**src/rtl/systolic_array.sv**
```systemverilog
// systolic_array: output-stationary ROWS x COLS signed multiply-accumulate mesh.
//
// Each PE(i,j) owns the accumulator for C[i][j]. The caller drives unskewed
// beats (one k-step per cycle): column k of A on a_in_bus and row k of B on
// b_in_bus. Row i of A is delayed by i registers and column j of B by j
// registers inside the block. Operands and valid then hop one register per PE,
// so beat k reaches PE(i,j) i+j cycles after PE(0,0) samples it.
//
// Ports:
//   clk       input   rising-edge clock
//   rst_n     input   asynchronous active-low reset
//   valid_in  input   marks a beat on a_in_bus / b_in_bus
//   a_in_bus  input   ROWS*DATA_W, A[i][k] at [i*DATA_W +: DATA_W]
//   b_in_bus  input   COLS*DATA_W, B[k][j] at [j*DATA_W +: DATA_W]
//   c_bus     output  ROWS*COLS*ACC_W, C[i][j] at [(i*COLS+j)*ACC_W +: ACC_W]
//   c_valid   output  ROWS*COLS, bit i*COLS+j set once C[i][j] is final
//
// Build option: define SYSTOLIC_ARRAY_SAT_EN to saturate each accumulate to the
// signed ACC_W range; otherwise accumulation wraps modulo 2^ACC_W.

module systolic_array #(
  parameter int DATA_W = 8,
  parameter int ACC_W  = 32,
  parameter int ROWS   = 2,
  parameter int COLS   = 2
) (
  input  logic                        clk,
  input  logic                        rst_n,
  input  logic                        valid_in,
  input  logic [ROWS*DATA_W-1:0]      a_in_bus,
  input  logic [COLS*DATA_W-1:0]      b_in_bus,
  output logic [ROWS*COLS*ACC_W-1:0]  c_bus,
  output logic [ROWS*COLS-1:0]        c_valid
);

  // Operand/valid arriving at each PE, flattened by PE index i*COLS+j.
  // Column 0 / row 0 entries come from the skew chains, the rest from the
  // neighbouring PE's hop register.
  logic [ROWS*COLS*DATA_W-1:0] w_a_pe;
  logic [ROWS*COLS*DATA_W-1:0] w_b_pe;
  logic [ROWS*COLS-1:0]        w_v_pe;

  // Row skew: A operand and valid travel together so PE(i,0) sees beat k at i.
  for (genvar i = 0; i < ROWS; i++) begin : g_row_skew
    if (i == 0) begin : g_direct
      // PE(0,0) works straight off the bus in the sampling cycle.
      assign w_a_pe[0 +: DATA_W] = a_in_bus[0 +: DATA_W];
      assign w_v_pe[0]           = valid_in;
    end else begin : g_delay
      logic [DATA_W-1:0] r_sa [i];
      logic              r_sv [i];
      always_ff @(posedge clk or negedge rst_n) begin
        if (!rst_n) begin
          for (int d = 0; d < i; d++) begin
            r_sa[d] <= '0;
            r_sv[d] <= 1'b0;
          end
        end else begin
          r_sa[0] <= a_in_bus[i*DATA_W +: DATA_W];
          r_sv[0] <= valid_in;
          for (int d = 1; d < i; d++) begin
            r_sa[d] <= r_sa[d-1];
            r_sv[d] <= r_sv[d-1];
          end
        end
      end
      assign w_a_pe[(i*COLS)*DATA_W +: DATA_W] = r_sa[i-1];
      assign w_v_pe[i*COLS]                    = r_sv[i-1];
    end
  end

  // Column skew: valid is carried along the rows, so only B needs delaying.
  for (genvar j = 0; j < COLS; j++) begin : g_col_skew
    if (j == 0) begin : g_direct
      assign w_b_pe[0 +: DATA_W] = b_in_bus[0 +: DATA_W];
    end else begin : g_delay
      logic [DATA_W-1:0] r_sb [j];
      always_ff @(posedge clk or negedge rst_n) begin
        if (!rst_n) begin
          for (int d = 0; d < j; d++) r_sb[d] <= '0;
        end else begin
          r_sb[0] <= b_in_bus[j*DATA_W +: DATA_W];
          for (int d = 1; d < j; d++) r_sb[d] <= r_sb[d-1];
        end
      end
      assign w_b_pe[j*DATA_W +: DATA_W] = r_sb[j-1];
    end
  end

  for (genvar i = 0; i < ROWS; i++) begin : g_row
    for (genvar j = 0; j < COLS; j++) begin : g_col
      localparam int N = i*COLS + j;

      logic signed [DATA_W-1:0]   w_a;
      logic signed [DATA_W-1:0]   w_b;
      logic                       w_v;
      logic signed [2*DATA_W-1:0] w_prod;
      logic signed [ACC_W-1:0]    w_pext;
      logic signed [ACC_W-1:0]    w_accum;
      logic signed [ACC_W-1:0]    r_acc;
      logic                       r_v;     // local valid, one cycle late
      logic                       r_done;

      assign w_a    = w_a_pe[N*DATA_W +: DATA_W];
      assign w_b    = w_b_pe[N*DATA_W +: DATA_W];
      assign w_v    = w_v_pe[N];
      assign w_prod = (2*DATA_W)'(w_a) * (2*DATA_W)'(w_b);
      assign w_pext = ACC_W'(w_prod);

`ifdef SYSTOLIC_ARRAY_SAT_EN
      localparam logic signed [ACC_W-1:0] ACC_MAX = {1'b0, {(ACC_W-1){1'b1}}};
      localparam logic signed [ACC_W-1:0] ACC_MIN = {1'b1, {(ACC_W-1){1'b0}}};
      logic signed [ACC_W:0] w_sum;
      assign w_sum   = (ACC_W+1)'(r_acc) + (ACC_W+1)'(w_pext);
      // The two top bits disagree only when the ACC_W result overflowed.
      assign w_accum = (w_sum[ACC_W] != w_sum[ACC_W-1])
                     ? (w_sum[ACC_W] ? ACC_MIN : ACC_MAX)
                     : w_sum[ACC_W-1:0];
`else
      assign w_accum = r_acc + w_pext;
`endif

      always_ff @(posedge clk or negedge rst_n) begin
        if (!rst_n) begin
          r_acc  <= '0;
          r_v    <= 1'b0;
          r_done <= 1'b0;
        end else begin
          r_v <= w_v;
          if (w_v) begin
            // First beat of a burst loads, so no clear cycle is needed.
            r_acc <= r_v ? w_accum : w_pext;
            if (!r_v) r_done <= 1'b0;
          end else if (r_v) begin
            r_done <= 1'b1;
          end
        end
      end

      // r_v doubles as the valid hop register towards the right neighbour.
      if (j < COLS-1) begin : g_hop_right
        logic [DATA_W-1:0] r_a;
        always_ff @(posedge clk or negedge rst_n) begin
          if (!rst_n) r_a <= '0;
          else        r_a <= w_a;
        end
        assign w_a_pe[(N+1)*DATA_W +: DATA_W] = r_a;
        assign w_v_pe[N+1]                    = r_v;
      end

      if (i < ROWS-1) begin : g_hop_down
        logic [DATA_W-1:0] r_b;
        always_ff @(posedge clk or negedge rst_n) begin
          if (!rst_n) r_b <= '0;
          else        r_b <= w_b;
        end
        assign w_b_pe[(N+COLS)*DATA_W +: DATA_W] = r_b;
      end

      assign c_bus[N*ACC_W +: ACC_W] = r_acc;
      assign c_valid[N]              = r_done;
    end
  end

endmodule

```
**config.mk**
```make
export PLATFORM = sky130hd
export DESIGN_NAME = systolic_array
export DESIGN_NICKNAME = d
export VERILOG_FILES = /design/src/rtl/systolic_array.sv
export SDC_FILE = /design/constraint.sdc
export NUM_CORES = 1
export LEC_CHECK = 0
export BUFFER_PORTS_ARGS = -buffer_cell sky130_fd_sc_hd__buf_2
export CAP_MARGIN = 20
export CELL_PAD_IN_SITES_DETAIL_PLACEMENT = 0
export CELL_PAD_IN_SITES_GLOBAL_PLACEMENT = 1
export CORE_MARGIN = 5
export CORE_UTILIZATION = 28
export CTS_CLUSTER_DIAMETER = 50
export DETAILED_ROUTE_END_ITERATION = 6
export GPL_ROUTABILITY_DRIVEN = 1
export HOLD_SLACK_MARGIN = 0.05
export MAX_ROUTING_LAYER = met4
export PLACE_DENSITY = 0.62
export SLEW_MARGIN = 25
export SYNTH_ARGS = -nofsm -noshare
export SYNTH_HDL_FRONTEND = slang
export SYNTH_SLANG_ARGS = --single-unit
```
**constraint.sdc**
```tcl
create_clock -name clk -period 10 [get_ports clk]
set_input_delay 1.5 -clock clk [delete_from_list [all_inputs] [get_ports clk]]
set_output_delay 1.5 -clock clk [all_outputs]
set_load 0.01 [all_outputs]
```
==> results of run 1 <==
[logic make-up after synthesis]
family	share of synthesized area [%]
AOI/OAI and AO/OA	16.6
buffers and inverters	7.44
muxes	1.71
xor gates and xnor gates	6.20
and+or+nand+nor	15.0
DFF	20.0
adders and majority gates	33.0
[worst paths after layout]
check,startpoint,end,slack [ps],cells after the start
min in group asynchronous,rst_n,g_row[1].g_col[1].r_acc[31],960,1
hold / removal,g_row[0].g_col[1].r_acc[2],g_row[0].g_col[1].r_acc[2],530,1
setup / recovery,b_in_bus[0],g_row[0].g_col[0].r_acc[31],2250,26
setup reg to reg,g_row[1].g_col[0].w_a[5],g_row[1].g_col[0].r_acc[30],2430,29
max in group asynchronous,rst_n,g_row[1].g_col[0].r_v,7720,2
hold reg to reg,g_row[0].g_col[1].r_acc[2],g_row[0].g_col[1].r_acc[2],530,1
[critical path, stage by stage]
cell and delay [ps]:
buf_2 160, and2_1 200, fa_1 480, inv_1 50
fa_1 490, inv_1 50, fa_1 540, inv_1 50
fa_1 470, inv_1 40, ha_1 300, a21oi_1 190
o21ai_0 180, a41oi_1 280, a21oi_1 140, xnor2_2 560
ha_1 410, and3_1 250, a221o_1 360, a31oi_1 250
o311ai_2 170, a31o_1 270, a221oi_4 290, nand2b_2 90
a32oi_1 190, o2111ai_1 120
[stage by stage]
| step | instance area [um^2] | instances | util, % | setup slack (ps) | hold WS, ps |
|---|---|---|---|---|---|
| 4_1_cts | 25400 | 3777 | 31.5 | 2280 | 534 |
| 6_report | 25400 | 3779 | 31.5 | 2250 | 529 |
| 3_3_place_gp | 24800 | 3746 | 30.8 | 1770 | 505 |
| 3_5_place_dp | 24800 | 3746 | 30.8 | 1700 | 514 |
| 2_1_floorplan | 22700 | 2568 | - | 1930 | 352 |
| 5_1_grt | 25400 | 3779 | 31.5 | 1810 | 554 |
[flip-flops by register name, indices dropped and copies added, names as in the netlist]
| signal | flops |
|---|---|
| g_row.g_col.g_hop_right.r_a | 16 |
| g_row.g_col.w_a | 8 |
| g_col_skew.g_delay.r_sb | 8 |
| g_row.g_col.r_done | 3 |
| g_row.g_col.g_hop_down.r_b | 16 |
| g_row.g_col.r_acc | 128 |
| g_row.g_col.r_v | 3 |
[routing by layer]
| metal | vias up | track usage (%) |
|---|---|---|
| met5 | - | - |
| met4 | 0 | 2.95 |
| met3 | 28 | 2.68 |
| li1 | 8882 | - |
| met2 | 237 | 24.5 |
| met1 | 8646 | 18.7 |
[layout by cell type (no fill, tap or decap), drive strengths merged, types with 60 or more instances in the layout]
master / netlist / routed
nor2: 169 / 169
a21oi: 249 / 249
nand2: 162 / 162
buf: 21 / 180
ha: 240 / 240
xnor2: 122 / 122
inv: 382 / 387
dfrtp: 182 / 182
fa: 224 / 224
a21o: 86 / 86
and2: 180 / 180
o21ai: 60 / 60
[layout make-up]
class	instances	share of cell area [%]
timing repair buffer	180	3.72
clock buffer	20	1.80
clock inverter	11	0.542
sequential	182	18.0
multi-input combinational	1940	65.1
inverter	384	5.67
tap	1060	5.22
antenna	2	0.0197
==> reports/metrics.yaml, run 1 <==
synth_area_um2: 22700
relSlewSlack_pct: 44.8
synth.most_common_cell: "inv_1"
drc: 0
outcome: "finished clean"
synth_common_cells: "inv_1, a21oi_1, ha_1"
routed-wl-met3_um: 2660
htree_levels: 4
path_class: "primary input to flop"
routed.top_layer: "met4"
setup_tns_ps: 0
area_delta_synth_final_pct: 11.7
drv_slew: 0
first_pass_iters: 5
wl_met1_um: 28100
fin_crit_sh_pct: 77.5
antenna_found_initial: 3
grt_usage_pct: 14.6
clk_latency_ps: 500
dieHeight_um: 295
vias: 17800
synth_top_cell_by_area: "dfrtp_1"
gp_congestion: 0.830
drv_cap: 0
cp-start-kind: "primary input"
clock-sinks: 182
netlist.area_leader.share_pct: 20.0
ant_nets: 0
synth-seq-cells: 182
viasPerCell: 4.71
drt_wl_total_um: 61400
skew_ps: 17.9
ff_latch_area_um2: 4560
fmax_mhz: 129
crit_arrival_ps: 8110
hpwl_um: 49000
numPortBuffers: 166
cts_resized: 0
post-cts-setup-buffer-count: 0
synth-main-ff-cell: "dfrtp_1"
end_kind: "flop"
worstMarginPinSlew_ps: 828
drive_gt1_share_pct: 8.98
min_period_ps: 7750
cts_hold_buf: 0
hp-class: "flop to flop"
netlist_top_cells_area: "dfrtp_1, fa_1, ha_1"
clockBufferDepth: 2
hold_viol: 0
post_drt_wl_per_cell_um: 16.2
worstPathMaxFanout: 11
required_ps: 10360
coreArea_um2: 80500
tritoncts: "done"
syn_nets: 3067
rsz0062_at_grt: "false"
setup_violations: 0
num_io_pins: 167
async_reset_ff_share_pct: 100
clk_pin_slew_ps: 80
synth_edf_count: 0
grt_pass1_vias: 18000
final_nets: 3204
synthCells: 2568
die_area_um2: 87000
grt_max_degree: 78
grt_first_pass_wirelength_um: 98700
postSynthAreaPerCell_um2: 8.86
overflow: 0
nFillCells: 8521
ys_seq_area_share_pct: 20.0
cts_buffers: 17
root_buffer: "clkbuf_16"
ys_types: 76
routed-wl-met2_um: 29900
drt_iter0_drc: 928
ys_warn_count: 0
dieWidth_um: 295
initial_utilization_pct: 28.2
placementRows: 104
multiInputGateArea_um2: 16500
Power of run 1 is not shown: default switching activity piles up to over one toggle a cycle in this logic, so the estimate is an artifact.
==> inputs of run 2 (changes only) <==
Settings changed: PLACE_DENSITY 0.62 to 0.64.
Clock period 10 ns to 6.6 ns, I/O delays scaled along.
==> run 2 against run 1 <==
The flow now finishes with violations (setup timing); critical path depth grew 6; register-to-register slack lost 2500 ps; global-route usage grew 0.93 points; final cell count grew 10%; die area is the same; non-clock buffer count grew 383; cell area grew 16%; utilization grew 5.1 points; flip-flop and latch count is the same; hold slack lost 85 ps; first-iteration DRC count shrank 21%; clock skew shrank 3.8 ps.
==> reports/metrics.yaml, run 2 (synthesis gave the netlist of run 1 again) <==
final_util_pct: 36.6
clk_pin_slew_ps: 80
drt_iter0_drc: 734
end_kind: "flop"
gp_congestion: 0.849
path_class: "flop to flop"
violations: "setup timing"
fmax_mhz: 149
die_area_um2: 87000
fin_ws_ps: -103
slowest_stage: "fa_1"
grt_pass1_vias: 19700
hp-class: "flop to flop"
crit_arrival_ps: 7090
grt_max_degree: 109
fin_crit_sh_pct: 102
skew_ps: 14.0
max_flop_register: "g_row.g_col.r_acc"
pre_cts_slack_ps: -836
vias: 19300
top_regs: "g_row.g_col.r_acc: 128 flops, g_row.g_col.g_hop_down.r_b: 16 flops, g_row.g_col.g_hop_right.r_a: 16 flops"
grt_first_pass_wirelength_um: 105000
r2r_end: "g_row[1].g_col[0].r_acc[30]"
drv_slew: 0
r2r_slack_ps: -100
min_period_ps: 6700
coreArea_um2: 80500
overflow: 0
holdCritStartpoint: "g_col_skew[1].g_delay.r_sb[2]"
drive_gt1_share_pct: 26.3
initial_utilization_pct: 28.2
relSlewSlack_pct: 41.8
first_pass_iters: 5
clock-sinks: 182
fin_hold_ws_ps: 443
drc: 0
worst_r2r_path_depth: 32
root_buffer: "clkbuf_16"
outcome: "complete, but fails checks"
insertedDiodeCount: 0
drv_cap: 0
placementRows: 104
post_drt_wl_per_cell_um: 15.8
cts_buffers: 17
htree_levels: 4
antenna_found_initial: 0
final_nets: 3587
grt_usage_pct: 15.5
drt_wl_total_um: 65900
hpwl_um: 52700
hold-path-endpoint: "g_row[0].g_col[1].g_hop_down.r_b[2]"
required_ps: 6980
reg2reg_from: "g_row[0].g_col[0].g_hop_down.r_b[2]"
largest_reg_flops: 128
ant_nets: 0
worstPathMaxFanout: 3
holdPathStages: 0
cp-start-kind: "flop"
final_common_cell: "buf_4"
clockBufferDepth: 2
tritoncts: "done"
dieWidth_um: 295
num_io_pins: 167
clk_latency_ps: 500
worstMarginPinSlew_ps: 873
dieHeight_um: 295
area_delta_synth_final_pct: 29.7
layout_common_cells: "buf_4, inv_1, fa_1"
setup_violations: 4
cts_hold_buf: 0
hold_viol: 0
cpPeakStageDelay_ps: 560
viasPerCell: 4.63
rsz0062_at_grt: "true"
numPortBuffers: 166
[run 2: stage by stage]
stage / area [um^2] / std cells / TNS [ps]
3_5_place_dp: 27500 / 4091 / -14680
3_3_place_gp: 27500 / 4091 / -14140
6_report: 29500 / 4161 / -149
2_1_floorplan: 22900 / 2568 / -401
4_1_cts: 28600 / 4135 / -232
5_1_grt: 29500 / 4161 / -4000
[run 2: repair_timing]
item | in CTS | in global routing
pin swaps | 45 | 102
resized for setup | 84 | 156
cloned | 0 | 1
setup buffers | 12 | 27
endpoints found under the setup margin | 30 | 50
[run 2: how the worst max path moves through the flow]
| stage | slack, ps | to | start |
|---|---|---|---|
| 6_report | -100 | g_row[1].g_col[0].r_acc[30] | g_row[0].g_col[0].g_hop_down.r_b[2] |
| 5_1_grt | -410 | g_row[1].g_col[0].r_acc[31] | g_row[1].g_col[0].w_a[5] |
| 4_1_cts | -70 | g_row[1].g_col[0].r_acc[31] | g_row[0].g_col[0].g_hop_down.r_b[4] |
| 3_5_place_dp | -840 | g_row[0].g_col[0].r_acc[31] | b_in_bus[2] |
| 3_3_place_gp | -760 | g_row[0].g_col[0].r_acc[31] | b_in_bus[2] |
| 2_1_floorplan | -240 | g_row[0].g_col[0].r_acc[31] | a_in_bus[5] |
[run 2: routing by layer]
metal / routed length [um] / GRT usage, % / vias up
met5: 0 / - / -
met4: 950 / 3.27 / 0
met3: 2670 / 2.94 / 47
met2: 32200 / 25.9 / 264
met1: 30200 / 19.9 / 9322
li1: - / - / 9647
[run 2: worst max-delay path: cells and delay by family (launching register included)]
kind,cells,cell delay [ps]
fa+ha+maj,6,2700
compound gates,13,1910
buf+inv,7,610
simple gates,4,480
flops,1,440
mux,1,310
xor+xnor,1,140
[run 2: layout make-up]
| class | instances | area (um^2) |
|---|---|---|
| clock buffer | 18 | 429 |
| clock inverter | 14 | 174 |
| fill | 8250 | 51000 |
| inverter | 384 | 1440 |
| multi-input combinational | 1940 | 17600 |
| sequential | 182 | 4590 |
| tap | 1060 | 1330 |
| timing repair buffer | 563 | 3990 |
Power of run 2 is left out for the same reason.
